[config.mk]
export PLATFORM = sky130hd
export DESIGN_NAME = fixed_p_std_sdiv_pipe
export DESIGN_NICKNAME = d
export VERILOG_FILES = /design/src/rtl/fixed_p_std_sdiv_pipe.sv
export SDC_FILE = /design/constraint.sdc
export NUM_CORES = 1
export LEC_CHECK = 0
export ABC_AREA = 1
export ABC_CLOCK_PERIOD_IN_PS = 8640
export CELL_PAD_IN_SITES_DETAIL_PLACEMENT = 1
export CELL_PAD_IN_SITES_GLOBAL_PLACEMENT = 2
export CORE_MARGIN = 2
export CORE_UTILIZATION = 25
export CTS_CLUSTER_SIZE = 10
export DETAILED_ROUTE_END_ITERATION = 8
export HOLD_SLACK_MARGIN = 0.15
export PLACE_DENSITY_LB_ADDON = 0.08
export SYNTH_ARGS = -nofsm -noshare
export SYNTH_HDL_FRONTEND = slang
export SYNTH_SLANG_ARGS = --single-unit
[constraint.sdc]
create_clock -name clk -period 8.64 [get_ports clk]
set_clock_uncertainty 0.15 [all_clocks]
set_input_delay 1.728 -clock clk [delete_from_list [all_inputs] [get_ports clk]]
set_output_delay 1.728 -clock clk [all_outputs]
set_load 0.02 [all_outputs]
[src/rtl/fixed_p_std_sdiv_pipe.sv]
// fixed_p_std_sdiv_pipe
//   Signed fixed-point divider built as an iterative restoring divider.
//   The quotient is (left * 2^FRACT_WIDTH) / right truncated toward zero.
//   One quotient bit is produced per RUN cycle, so a result takes
//   WIDTH+FRACT_WIDTH cycles after the go-sampling edge.
//
// Ports
//   clk            rising-edge clock
//   reset          synchronous active-high reset; clears all state and outputs
//   go             start request, only looked at while idle
//   left           signed fixed-point dividend (captured with go)
//   right          signed fixed-point divisor  (captured with go)
//   out_quotient   signed fixed-point quotient, registered, held until next result
//   out_remainder  signed remainder in LSB units of the scaled dividend, registered
//   done           one-cycle pulse that accompanies each new result
//
// Build option
//   FIXED_P_SDIV_SATURATE_EN : when defined, quotient overflow and division by
//   zero saturate the quotient and zero the remainder. When undefined the
//   quotient wraps to its low WIDTH bits and division by zero returns
//   quotient = all ones, remainder = left.
module fixed_p_std_sdiv_pipe #(
  parameter int WIDTH       = 32,
  parameter int INT_WIDTH   = 8,
  parameter int FRACT_WIDTH = 24
) (
  input  logic                    clk,
  input  logic                    reset,
  input  logic                    go,
  input  logic signed [WIDTH-1:0] left,
  input  logic signed [WIDTH-1:0] right,
  output logic signed [WIDTH-1:0] out_quotient,
  output logic signed [WIDTH-1:0] out_remainder,
  output logic                    done
);

  localparam int N     = WIDTH + FRACT_WIDTH;
  localparam int CNT_W = $clog2(N + 1);
  localparam logic [CNT_W-1:0] LAST = CNT_W'(N - 1);

  if (INT_WIDTH + FRACT_WIDTH != WIDTH) begin : g_cfg_err
    $error("INT_WIDTH + FRACT_WIDTH must equal WIDTH");
  end

  typedef enum logic [1:0] {IDLE, RUN, DONE} state_t;

  state_t           state;
  logic [CNT_W-1:0] cnt;
  // Dividend shifts out of the top while quotient bits shift in at the bottom;
  // after N steps the register holds the full quotient magnitude.
  logic [N-1:0]     dvd_sh;
  logic [WIDTH-1:0] rem;
  logic [WIDTH:0]   dvs;
  logic             neg_q;
  logic             neg_l;
`ifndef FIXED_P_SDIV_SATURATE_EN
  logic [WIDTH-1:0] left_cap;
`endif

  logic [WIDTH:0]   trial;
  logic             ge;
  logic [WIDTH-1:0] rem_nxt;
  logic [N-1:0]     dvd_nxt;
  logic [WIDTH-1:0] q_res;
  logic [WIDTH-1:0] r_res;
  logic             div_zero;

  // Magnitude as an unsigned WIDTH-bit value: |most-negative| = 2^(WIDTH-1)
  // still fits, so the sign is never corrupted.
  function automatic logic [WIDTH-1:0] mag(input logic signed [WIDTH-1:0] x);
    return x[WIDTH-1] ? WIDTH'(-x) : WIDTH'(x);
  endfunction

  function automatic logic [WIDTH-1:0] apply_sign(input logic [WIDTH-1:0] m,
                                                  input logic neg);
    return neg ? -m : m;
  endfunction

`ifdef FIXED_P_SDIV_SATURATE_EN
  // Negative results may reach -2^(WIDTH-1); positive ones stop at 2^(WIDTH-1)-1.
  function automatic logic q_ovf(input logic [N-1:0] m, input logic neg);
    if (neg)
      return (|m[N-1:WIDTH]) || (m[WIDTH-1] && (|m[WIDTH-2:0]));
    else
      return |m[N-1:WIDTH-1];
  endfunction

  function automatic logic [WIDTH-1:0] sat_val(input logic neg);
    return neg ? {1'b1, {(WIDTH-1){1'b0}}} : {1'b0, {(WIDTH-1){1'b1}}};
  endfunction
`endif

  // Restoring step: bring in the next dividend bit, subtract if it fits.
  always_comb begin
    trial   = {rem, dvd_sh[N-1]};
    ge      = (trial >= dvs);
    rem_nxt = ge ? WIDTH'(trial - dvs) : trial[WIDTH-1:0];
    dvd_nxt = {dvd_sh[N-2:0], ge};
  end

  assign div_zero = (dvs == '0);

  // Final signed result, registered on the last RUN edge.
`ifdef FIXED_P_SDIV_SATURATE_EN
  always_comb begin
    if (div_zero) begin
      q_res = sat_val(neg_l);
      r_res = '0;
    end else if (q_ovf(dvd_nxt, neg_q)) begin
      q_res = sat_val(neg_q);
      r_res = '0;
    end else begin
      q_res = apply_sign(dvd_nxt[WIDTH-1:0], neg_q);
      r_res = apply_sign(rem_nxt, neg_l);
    end
  end
`else
  always_comb begin
    if (div_zero) begin
      q_res = '1;
      r_res = left_cap;
    end else begin
      q_res = apply_sign(dvd_nxt[WIDTH-1:0], neg_q);
      r_res = apply_sign(rem_nxt, neg_l);
    end
  end
`endif

  always_ff @(posedge clk) begin
    if (reset) begin
      state         <= IDLE;
      cnt           <= '0;
      dvd_sh        <= '0;
      rem           <= '0;
      dvs           <= '0;
      neg_q         <= 1'b0;
      neg_l         <= 1'b0;
`ifndef FIXED_P_SDIV_SATURATE_EN
      left_cap      <= '0;
`endif
      out_quotient  <= '0;
      out_remainder <= '0;
      done          <= 1'b0;
    end else begin
      done <= 1'b0;
      case (state)
        // Capture boundary: operands reduced to magnitudes and signs.
        IDLE: begin
          if (go) begin
            state    <= RUN;
            cnt      <= '0;
            dvd_sh   <= {mag(left), {FRACT_WIDTH{1'b0}}};
            rem      <= '0;
            dvs      <= {1'b0, mag(right)};
            neg_q    <= left[WIDTH-1] ^ right[WIDTH-1];
            neg_l    <= left[WIDTH-1];
`ifndef FIXED_P_SDIV_SATURATE_EN
            left_cap <= left;
`endif
          end
        end
        // Iteration boundary: one quotient bit per edge, MSB first.
        RUN: begin
          dvd_sh <= dvd_nxt;
          rem    <= rem_nxt;
          cnt    <= cnt + CNT_W'(1);
          if (cnt == LAST) begin
            state         <= DONE;
            done          <= 1'b1;
            out_quotient  <= q_res;
            out_remainder <= r_res;
          end
        end
        DONE:    state <= IDLE;
        default: state <= IDLE;
      endcase
    end
  end

endmodule

==> reports/results.ini, run 1 <==
[drt]
wl_met1_um=30020
drt_wl_total_um=61020
wl_met3_um=1960
met2_length_um=28100
via_count=15023
drt_first_iter_violations=673
drc=0
ant_nets=0
dr.pass1.iters=5
via_per_inst=4.769
topRoutingLayerUsed=met4
routedWlPerCell_um=19.37

[worst_setup_path]
crit_top_cell=nand2_1
critPathTopFamily=simple AND/OR/NAND/NOR gates
worst_path_max_delay_cell=ha_1
max_stage_delay_ns=0.45
crit_buf_inv=6
worstPathMaxFanout=45
cp.required_ns=8.98
worstPathArrival_ns=5.10
cp-end-kind=register
path_class=reg2reg
critPathLaunchType=register

[synth]
yosysTopAreaCell=dfxtp_1
syn-num-nets=2385
synth-seq-cells=226
yosysTopAreaCellShare_pct=31.00
avgSynthCellArea_sq_um=6.402
yosysUniqueCellTypes=58
synth_sequential_area_ratio_pct=31.00
syn_inst=2280
ys_warn_count=0
netlist_area_sq_mm=0.01460
netlist_top_cells_area=dfxtp_1 31%, nand2_1 16%, a21oi_1 7.4%, inv_1 7.1%, o21ai_0 4.8%

[sta]
worst_slack_ns=3.882
setup_viol=0
period_minus_slack_ns=4.758
fmax_mhz=210.2
finalHoldViolations=0
slew_headroom_pct=33.60
drv_slew=0
finalSetupTns_ns=0
rsz0062_at_grt=no
tightest_slew_ns=0.9960
timing.final.crit_share_pct=55.07

[run_status]
status=complete, no violations

[floorplan]
start_util_pct=25.30
core-area_sq_mm=0.05770
dieArea_sq_mm=0.06033
die-height_um=245.6
die_w_um=245.6
rows=88
io_pins=132

[clocking]
cts_hold_buf=0
numCtsBuffers=31
cts_setup_buffers=0
worstSkewPairLatency_ns=0.60
cts_max_level=1
root_buffer=clkbuf_16
cts_tree=yes
cts_resized=0
clk_path_buf_depth=3
clkSinkCount=226
clkTransAtPathRegs_ns=0.06

[place]
pre_cts_ws_ns=3.609
gp_congestion=0.9003
port_buffers=131
dp_hpwl_um=46700

[power_and_ir_drop]
comb_power_share_pct=67.7
power_switching_w=0.004237
p_clk_share_pct=16.7
p_leak_nw=7.898
ir_drop_v=0.0003720
p_int_w=0.003442
powerDensity_mw_per_mm2=436.5
switching_share_pct=55.17
p_seq_share_pct=15.6
finalPower_w=0.007679

[grt]
grt_max_degree=82
overflow=0
grt_pass1_wl_um=94440
grt.total_usage_pct=20.12
antenna_found_initial=0
grt_pass1_vias=15436

[cells_and_area]
fillers=7379
final_nets=2466
antenna_cells=0
syn_to_final_growth_pct=20.52
drive_gt1_share_pct=7.463

[min_path]
hp-class=reg2reg

[run]
maxCapViolations=0

state kept, by name (all words and copies together), names as in the netlist:
register and flops:
state 2, neg_q 1, dvd_sh 56, out_quotient 32, left_cap 31, done 1
cnt 6, rem 32, out_remainder 32, dvs 32, neg_l 1
path summary, 6_finish.rpt:
check                                  start               end  slack, ns  depth (start not counted)
worst min-delay path            left_cap[20]      left_cap[20]       0.30                          2
worst min register to register  left_cap[20]      left_cap[20]       0.30                          2
worst max-delay path                 dvs[30]  out_quotient[30]       3.88                         28
worst max register to register       dvs[30]  out_quotient[30]       3.88                         28
cells in the final DEF, fill, tap and decap left out, types with 10 or more instances in the layout:
master | Yosys | final
a31oi_1 | 18 | 18
a22oi_1 | 12 | 12
nand2_1 | 629 | 629
o21bai_1 | 10 | 10
clkbuf_16 | 0 | 31
xnor2_1 | 16 | 16
or2_2 | 17 | 17
inv_2 | 13 | 13
nand3_1 | 106 | 106
a21oi_1 | 216 | 216
o221ai_1 | 27 | 27
clkdlybuf4s50_1 | 0 | 130
nor2_1 | 183 | 177
nor3_1 | 34 | 34
nand2_4 | 10 | 10
xor2_1 | 46 | 46
o211ai_1 | 18 | 18
nand4_1 | 28 | 28
dfxtp_1 | 226 | 226
ha_1 | 37 | 37
o21ai_0 | 139 | 139
nor2_2 | 12 | 13
nand2_2 | 20 | 20
inv_1 | 276 | 275
buf_4 | 0 | 17
nor4_1 | 15 | 15
clkinv_2 | 0 | 10
nor2_4 | 6 | 11
power by group through the flow:
| stage | Clock, W | Combinational, W | Sequential (W) |
|---|---|---|---|
| 3_5_place_dp | 0 | 0.00525 | 0.00122 |
| 4_1_cts | 0.00134 | 0.00527 | 0.00120 |
| 3_3_place_gp | 0 | 0.00522 | 0.00122 |
| 2_1_floorplan | 0 | 0.00377 | 0.00118 |
| 5_1_grt | 0.00138 | 0.00589 | 0.00120 |
| 6_report | 0.00128 | 0.00520 | 0.00120 |
logic make-up (layout without fill, tap and decap cells):
logic type / Yosys count / after routing / synth area share (%)
compound gates: 477 / 477 / 18.58
xor+xnor: 62 / 62 / 3.720
fa+ha+maj: 38 / 38 / 3.309
buf+inv: 390 / 495 / 10.51
flops: 226 / 226 / 31.00
simple gates: 1087 / 1087 / 32.89
per-layer routing:
| metal | track usage [%] | vias to the layer above |
|---|---|---|
| met5 | 0 | - |
| met4 | 3.761 | 0 |
| met3 | 2.303 | 50 |
| met2 | 33.81 | 174 |
| met1 | 27.77 | 7186 |
| li1 | - | 7613 |
metrics by stage:
| step | hold slack (ns) | util, % | std cells | area (sq um) |
|---|---|---|---|---|
| finish | 0.3031 | 30.49 | 3150 | 17590 |
| global route | 0.3314 | 30.49 | 3150 | 17590 |
| CTS | 0.3080 | 30.49 | 3150 | 17590 |
| detailed placement | 0.2986 | 28.75 | 3093 | 16580 |
| global placement | 0.2890 | 28.75 | 3093 | 16580 |
| floorplan | 0.2797 | - | 2280 | 14600 |
area by class of cell:
cell class / count / area, sq um / share of cell area [%]
sequential: 226 / 4524 / 25.72
tap: 765 / 957.2 / 5.441
clock inverter: 11 / 95.09 / 0.5405
multi-input combinational: 1664 / 8578 / 48.76
clock buffer: 46 / 912.1 / 5.185
inverter: 291 / 1096 / 6.230
timing repair buffer: 147 / 1429 / 8.122
cells in the mapped netlist (all sizes together):
cell type  number
xor2           46
and2            2
o21ai         150
nor2          202
o41ai           1
o22ai           3
a211oi          4
clkbuf         79
or4             1
o211ai         18
a41oi           1
a22oi          12
o21a            2
a31oi          18
ha             37
o221a           1
nor3           39
fa              1
a21o            1
inv           290
or2            17
o31ai           2
o21bai         10
buf            20
dfxtp         226
o221ai         27
clkinv          1
nor4           15
a21oi         222
nand3b          7
nand4          29
xnor2          16
nand2         661
or3             2
a221oi          5
nand3         112
worst register-to-register path: cells and delay by family (launching register included):
kind | cells | cell delay [ns]
compound gates | 4 | 0.63
fa+ha+maj | 2 | 0.63
buf+inv | 6 | 0.69
flops | 1 | 0.35
simple gates | 16 | 2.20
No activity file was read; power rests on OpenSTA's default activity.
==> inputs of run 2 (changes only) <==
- ABC_CLOCK_PERIOD_IN_PS: 8640 -> 4300
- clock period: 8.64 -> 4.3 ns (I/O delays scaled with it)
==> run 2 against run 1 <==
Effect of this change:
- total power is 110% higher
- die area stayed put
- clock-buffer cell count stayed put
- core utilization is 0.74 points higher
- via count is 1.1% higher
- setup slack worse by 3.6 ns
- highest routed layer unchanged
==> reports/results.ini, run 2 (synthesis gave the netlist of run 1 again) <==
[cells_and_area]
largest_register_ffs=56  ; unchanged
design_area_sq_mm=0.01802  ; +2.4%
fillers=7290  ; -1.2%
final_nets=2492  ; +1.1%
layout_common_cells=623 x nand2_1, 274 x inv_1, 213 x a21oi_1, 213 x dfxtp_1, 176 x nor2_1
antenna_cells=0  ; unchanged
regMostFlops=dvd_sh
syn_to_final_growth_pct=23.43
drive_gt1_share_pct=10.17  ; +2.7 points
final_common_cell=nand2_1

[worst_setup_path]
worstPathArrival_ns=4.33  ; -0.77 ns
cp-end-kind=register
path_class=reg2reg
r2r-end=out_remainder[29]
worstReg2RegStart=dvs[0]
ff2ff_setup_slack_ns=0.32  ; -3.56 ns
worstPathMaxFanout=9  ; -80%
reg2reg_depth=21  ; -25%
cp.required_ns=4.65  ; -4.33 ns
critPathLaunchType=register

[sta]
fmax_mhz=251.3  ; +20%
slew_headroom_pct=34.47  ; +0.87 points
setup_viol=0  ; unchanged
timing.final.crit_share_pct=92.53  ; +37 points
tightest_slew_ns=0.9829  ; -0.01307 ns
finalHoldViolations=0  ; unchanged
period_minus_slack_ns=3.979  ; -0.7790 ns
hold_ws_ns=0.3029  ; -0.0002250 ns
drv_slew=0  ; unchanged

[clocking]
clkTransAtPathRegs_ns=0.06  ; about the same
numCtsBuffers=31  ; unchanged
cts_max_level=1  ; unchanged
cts_tree=yes
cts_setup_buffers=0  ; unchanged
worstSkewPairLatency_ns=0.61  ; about the same
root_buffer=clkbuf_16
cts_hold_buf=0  ; unchanged
clk_path_buf_depth=3  ; unchanged
clkSinkCount=226  ; unchanged

[power_and_ir_drop]
powerDensity_mw_per_mm2=890.6  ; +100%
p_leak_nw=8.050  ; +1.9%
p_int_w=0.007256  ; +110%
p_seq_share_pct=15.0  ; -0.6 points
p_clk_share_pct=16.6  ; about the same
ir_drop_v=0.0006420  ; +73%
power_switching_w=0.008789  ; +110%
switching_share_pct=54.78  ; -0.39 points
comb_power_share_pct=68.4  ; +0.7 points

[grt]
grt_pass1_wl_um=95800  ; +1.4%
antenna_found_initial=0  ; unchanged
grt_max_degree=79  ; -3.7%
grt.total_usage_pct=20.39  ; +0.27 points
overflow=0  ; unchanged
grt_pass1_vias=15761  ; +2.1%

[min_path]
min_to=left_cap[24]
hp-class=reg2reg
worstHoldStart=left_cap[24]
min_delay_path_depth=2  ; unchanged

[drt]
ant_nets=0  ; unchanged
via_count=15181  ; +1.1%
via_per_inst=4.781  ; +0.26%
drt_wl_total_um=61580  ; +0.91%
drt_first_iter_violations=805  ; +20%
routedWlPerCell_um=19.39  ; +0.12%
drc=0  ; unchanged
dr.pass1.iters=5  ; unchanged

[floorplan]
io_pins=132  ; unchanged
start_util_pct=25.30  ; unchanged
die-height_um=245.6  ; unchanged
core-area_sq_mm=0.05770  ; unchanged
dieArea_sq_mm=0.06033  ; unchanged
rows=88  ; unchanged
die_w_um=245.6  ; unchanged

[place]
port_buffers=131  ; unchanged
dp_hpwl_um=46870  ; +0.37%
gp_congestion=0.8598  ; -4.5%
place_area_sq_mm=0.01680  ; +1.3%

[run_status]
status=complete, no violations

[run]
maxCapViolations=0  ; unchanged

-- run 2: cell types whose count changed in the layout (fill, tap and decap cells not counted), sizes merged --
cell	delta
buf	+26
clkinvlp	+1
bufinv	+1
clkinv	-3
-- run 2: power groups by stage --
| stage | clock network [W] | logic, W | registers (W) |
|---|---|---|---|
| final | 0.00267 | 0.0110 | 0.00240 |
| after global routing | 0.00284 | 0.0124 | 0.00242 |
| after global placement | 0 | 0.0108 | 0.00244 |
| after floorplan | 0 | 0.00757 | 0.00237 |
| after detailed placement | 0 | 0.0109 | 0.00244 |
| after CTS | 0.00276 | 0.0109 | 0.00239 |
-- run 2: final cells by class --
class	instances	area, sq um	area share [%]
timing repair buffer	173	1649	9.153
clock inverter	10	117.6	0.6528
inverter	291	1096	6.084
sequential	226	4543	25.22
tap	765	957.2	5.313
clock buffer	46	912.1	5.063
multi-input combinational	1664	8741	48.52
-- run 2: worst max path at each step --
stage | from | end | cells past startpoint
global placement | dvs[2] | out_remainder[31] | 19
detailed placement | dvs[0] | out_remainder[29] | 18
floorplan | dvs[20] | out_quotient[30] | 29
CTS | dvs[2] | out_remainder[31] | 19
global route | dvs[12] | out_quotient[28] | 29
finish | dvs[0] | out_remainder[29] | 21
-- run 2: worst max-delay path: stages, from the launching register on --
cell and delay (ns):
dfxtp_1 0.44, ha_1 0.19, inv_1 0.09, fa_1 0.42, a21oi_2 0.38, o21bai_1 0.29, nand2_1 0.15, nand2_1 0.12
nand2_1 0.10, nand2_1 0.05, nand2_1 0.10, nand2_2 0.12, nor2_1 0.17, nand2_1 0.11, nor2_4 0.15, nand2_4 0.08
nand2_8 0.10, nand2_4 0.07, o21ai_1 0.14, nand3_1 0.25, nand2_1 0.13, inv_1 0.04
-- run 2: layer usage --
layer	part of all wire [%]	vias to the layer above	global-route usage, %
met2	46	181	33.06
li1	-	7648	-
met1	49	7290	28.69
met3	3.5	62	2.696
met4	1.8	0	4.332
met5	0	-	0
-- run 2: through the flow --
stage	worst slack [ns]	total power (W)	instances	utilization [%]	setup TNS (ns)
2_1_floorplan	0.6468	0.009947	2280	-	0
3_3_place_gp	0.06359	0.01325	3119	29.13	0
3_5_place_dp	0.04167	0.01331	3119	29.13	0
4_1_cts	0.01693	0.01609	3175	30.91	0
5_1_grt	-0.006218	0.01766	3175	31.23	-0.006218
6_report	0.3213	0.01605	3175	31.23	0
-- run 2: repair_timing --
item	in CTS	in global routing
hold endpoints to repair	0	0
setup endpoints to repair	0	26
resized for setup	0	50
==> inputs of run 3 (changes only) <==
- ABC_CLOCK_PERIOD_IN_PS: 4300 -> not set
- CTS_CLUSTER_SIZE: 10 -> 40
- SLEW_MARGIN: not set -> 20
==> run 3 against run 2 <==
Effect of this change:
- via count shrank 0.28%
- maximum frequency is 0.63% higher
- register-to-register slack better by 0.02 ns
- routed wire length is 0.43% lower
==> reports/results.ini, run 3 (synthesis gave the netlist of run 1 again) <==
[clocking]
cts_max_level=1  ; unchanged
cts_tree=yes
cts_hold_buf=0  ; unchanged
clk_path_buf_depth=3  ; unchanged
cts_setup_buffers=0  ; unchanged
worstSkewPairLatency_ns=0.60  ; about the same
clkTransAtPathRegs_ns=0.06  ; about the same
numCtsBuffers=31  ; unchanged
root_buffer=clkbuf_16
clkSinkCount=226  ; unchanged
cts_resized=0  ; unchanged

[grt]
overflow=0  ; unchanged
grt.total_usage_pct=20.32  ; -0.073 points
grt_pass1_wl_um=95470  ; -0.35%
grt_pass1_vias=15772  ; +0.070%
grt_max_degree=79  ; unchanged
antenna_found_initial=0  ; unchanged

[floorplan]
die-height_um=245.6  ; unchanged
die_w_um=245.6  ; unchanged
start_util_pct=25.30  ; unchanged
dieArea_sq_mm=0.06033  ; unchanged
core-area_sq_mm=0.05770  ; unchanged
rows=88  ; unchanged
io_pins=132  ; unchanged

[place]
port_buffers=131  ; unchanged
dp_hpwl_um=46870  ; unchanged
gp_congestion=0.8598  ; unchanged
place_area_sq_mm=0.01680  ; unchanged

[power_and_ir_drop]
ir_drop_v=0.0006696  ; +4.3%
powerDensity_mw_per_mm2=885.7  ; -0.56%
p_leak_nw=8.033  ; -0.21%
p_seq_share_pct=15.1  ; about the same
finalPower_w=0.01597  ; -0.50%
comb_power_share_pct=68.5  ; about the same
power_switching_w=0.008739  ; -0.57%
p_int_w=0.007226  ; -0.41%
switching_share_pct=54.74  ; about the same
p_clk_share_pct=16.4  ; -0.2 points

[sta]
tightest_slew_ns=0.9874  ; +0.004484 ns
timing.final.crit_share_pct=91.95  ; -0.58 points
drv_slew=0  ; unchanged
period_minus_slack_ns=3.954  ; -0.02484 ns
slew_headroom_pct=34.17  ; -0.30 points
setup_viol=0  ; unchanged
finalHoldViolations=0  ; unchanged
finalSetupTns_ns=0  ; unchanged
fmax_mhz=252.9  ; +0.63%

[drt]
via_per_inst=4.768  ; -0.28%
via_count=15139  ; -0.28%
drc=0  ; unchanged
drt_first_iter_violations=809  ; +0.50%
drt_wl_total_um=61310  ; -0.43%
ant_nets=0  ; unchanged
routedWlPerCell_um=19.31  ; -0.43%
dr.pass1.iters=5  ; unchanged

[worst_setup_path]
cp-end-kind=register
max_stage_delay_ns=0.45  ; about the same
worstPathArrival_ns=4.30  ; -0.03 ns
crit_top_cell=nand2_1
cp.required_ns=4.64  ; about the same
worstPathMaxFanout=9  ; unchanged
path_cells=ha_1 > inv_1 > fa_1 > a21oi_2 > o21bai_1 > nand2_1 > nand2_1 > nand2_1 > nand2_1 > nand2_1 > nand2_2 > nor2_1 > nand2_1 > nor2_4 > nand2_4 > nand2_8 > nand2_4 > o21ai_1 > nand3_1 > nand2_1 > inv_1
crit_buf_inv=2  ; unchanged
critPathLaunchType=register
worst_path_max_delay_cell=dfxtp_1
path_class=reg2reg
critPathTopFamily=simple AND/OR/NAND/NOR gates

[cells_and_area]
fillers=7296  ; +0.082%
largest_register_ffs=56  ; unchanged
fin_util_pct=31.24  ; about the same
antenna_cells=0  ; unchanged
design_area_sq_mm=0.01803  ; about the same
regArea_sq_mm=0.004539  ; about the same
regMostFlops=dvd_sh
final_nets=2492  ; unchanged
syn_to_final_growth_pct=23.50  ; about the same
layout_common_cells=622 x nand2_1, 274 x inv_1, 214 x dfxtp_1
final_common_cell=nand2_1
multi_input_area_sq_mm=0.008756  ; +0.17%
drive_gt1_share_pct=10.21  ; +0.041 points

[min_path]
hp-class=reg2reg

[run_status]
status=complete, no violations

[run]
maxCapViolations=0  ; unchanged

run 3: final cells by class:
type                    count  area share [%]
repair buffers            173           9.148
well taps                 765           5.310
multi-input cells        1664           48.57
flip-flops and latches    226           25.18
inverters                 291           6.080
clock inverters             9          0.5692
clock buffers              47           5.136
run 3: through the flow:
| step | hold slack, ns | worst slack (ns) | cells |
|---|---|---|---|
| 2_1_floorplan | 0.2797 | 0.6468 | 2280 |
| 3_3_place_gp | 0.2890 | 0.06359 | 3119 |
| 3_5_place_dp | 0.2979 | 0.04167 | 3119 |
| 4_1_cts | 0.3068 | 0.02258 | 3175 |
| 5_1_grt | 0.3291 | -0.002353 | 3175 |
| 6_report | 0.3041 | 0.3462 | 3175 |
run 3: worst paths after layout:
check / start / endpoint / slack, ns / depth (start not counted)
worst max-delay path: dvs[0] / out_remainder[29] / 0.35 / 21
worst min-delay path: left_cap[24] / left_cap[24] / 0.30 / 2
worst max register to register: dvs[0] / out_remainder[29] / 0.35 / 21
worst min register to register: left_cap[24] / left_cap[24] / 0.30 / 2
run 3: tightest hold or removal path: cells and delay by family, from the launching register on:
family                 cells  cell delay [ns]
flip-flops                 1             0.29
AO/OA/AOI/OAI              1             0.05
buffers and inverters      1             0.06
run 3: layer usage:
| metal | wire length (um) | vias to the layer above | track usage [%] |
|---|---|---|---|
| li1 | - | 7645 | - |
| met1 | 30400 | 7252 | 28.66 |
| met2 | 27930 | 178 | 33.03 |
| met3 | 1845 | 64 | 2.586 |
| met4 | 1138 | 0 | 4.082 |
| met5 | 0 | - | 0 |
run 3: power groups by stage:
stage	Combinational, W	Sequential (W)	Clock, W
2_1_floorplan	0.00757	0.00237	0
3_3_place_gp	0.0108	0.00244	0
3_5_place_dp	0.0109	0.00244	0
4_1_cts	0.0109	0.00240	0.00272
5_1_grt	0.0124	0.00242	0.00280
6_report	0.0109	0.00240	0.00262
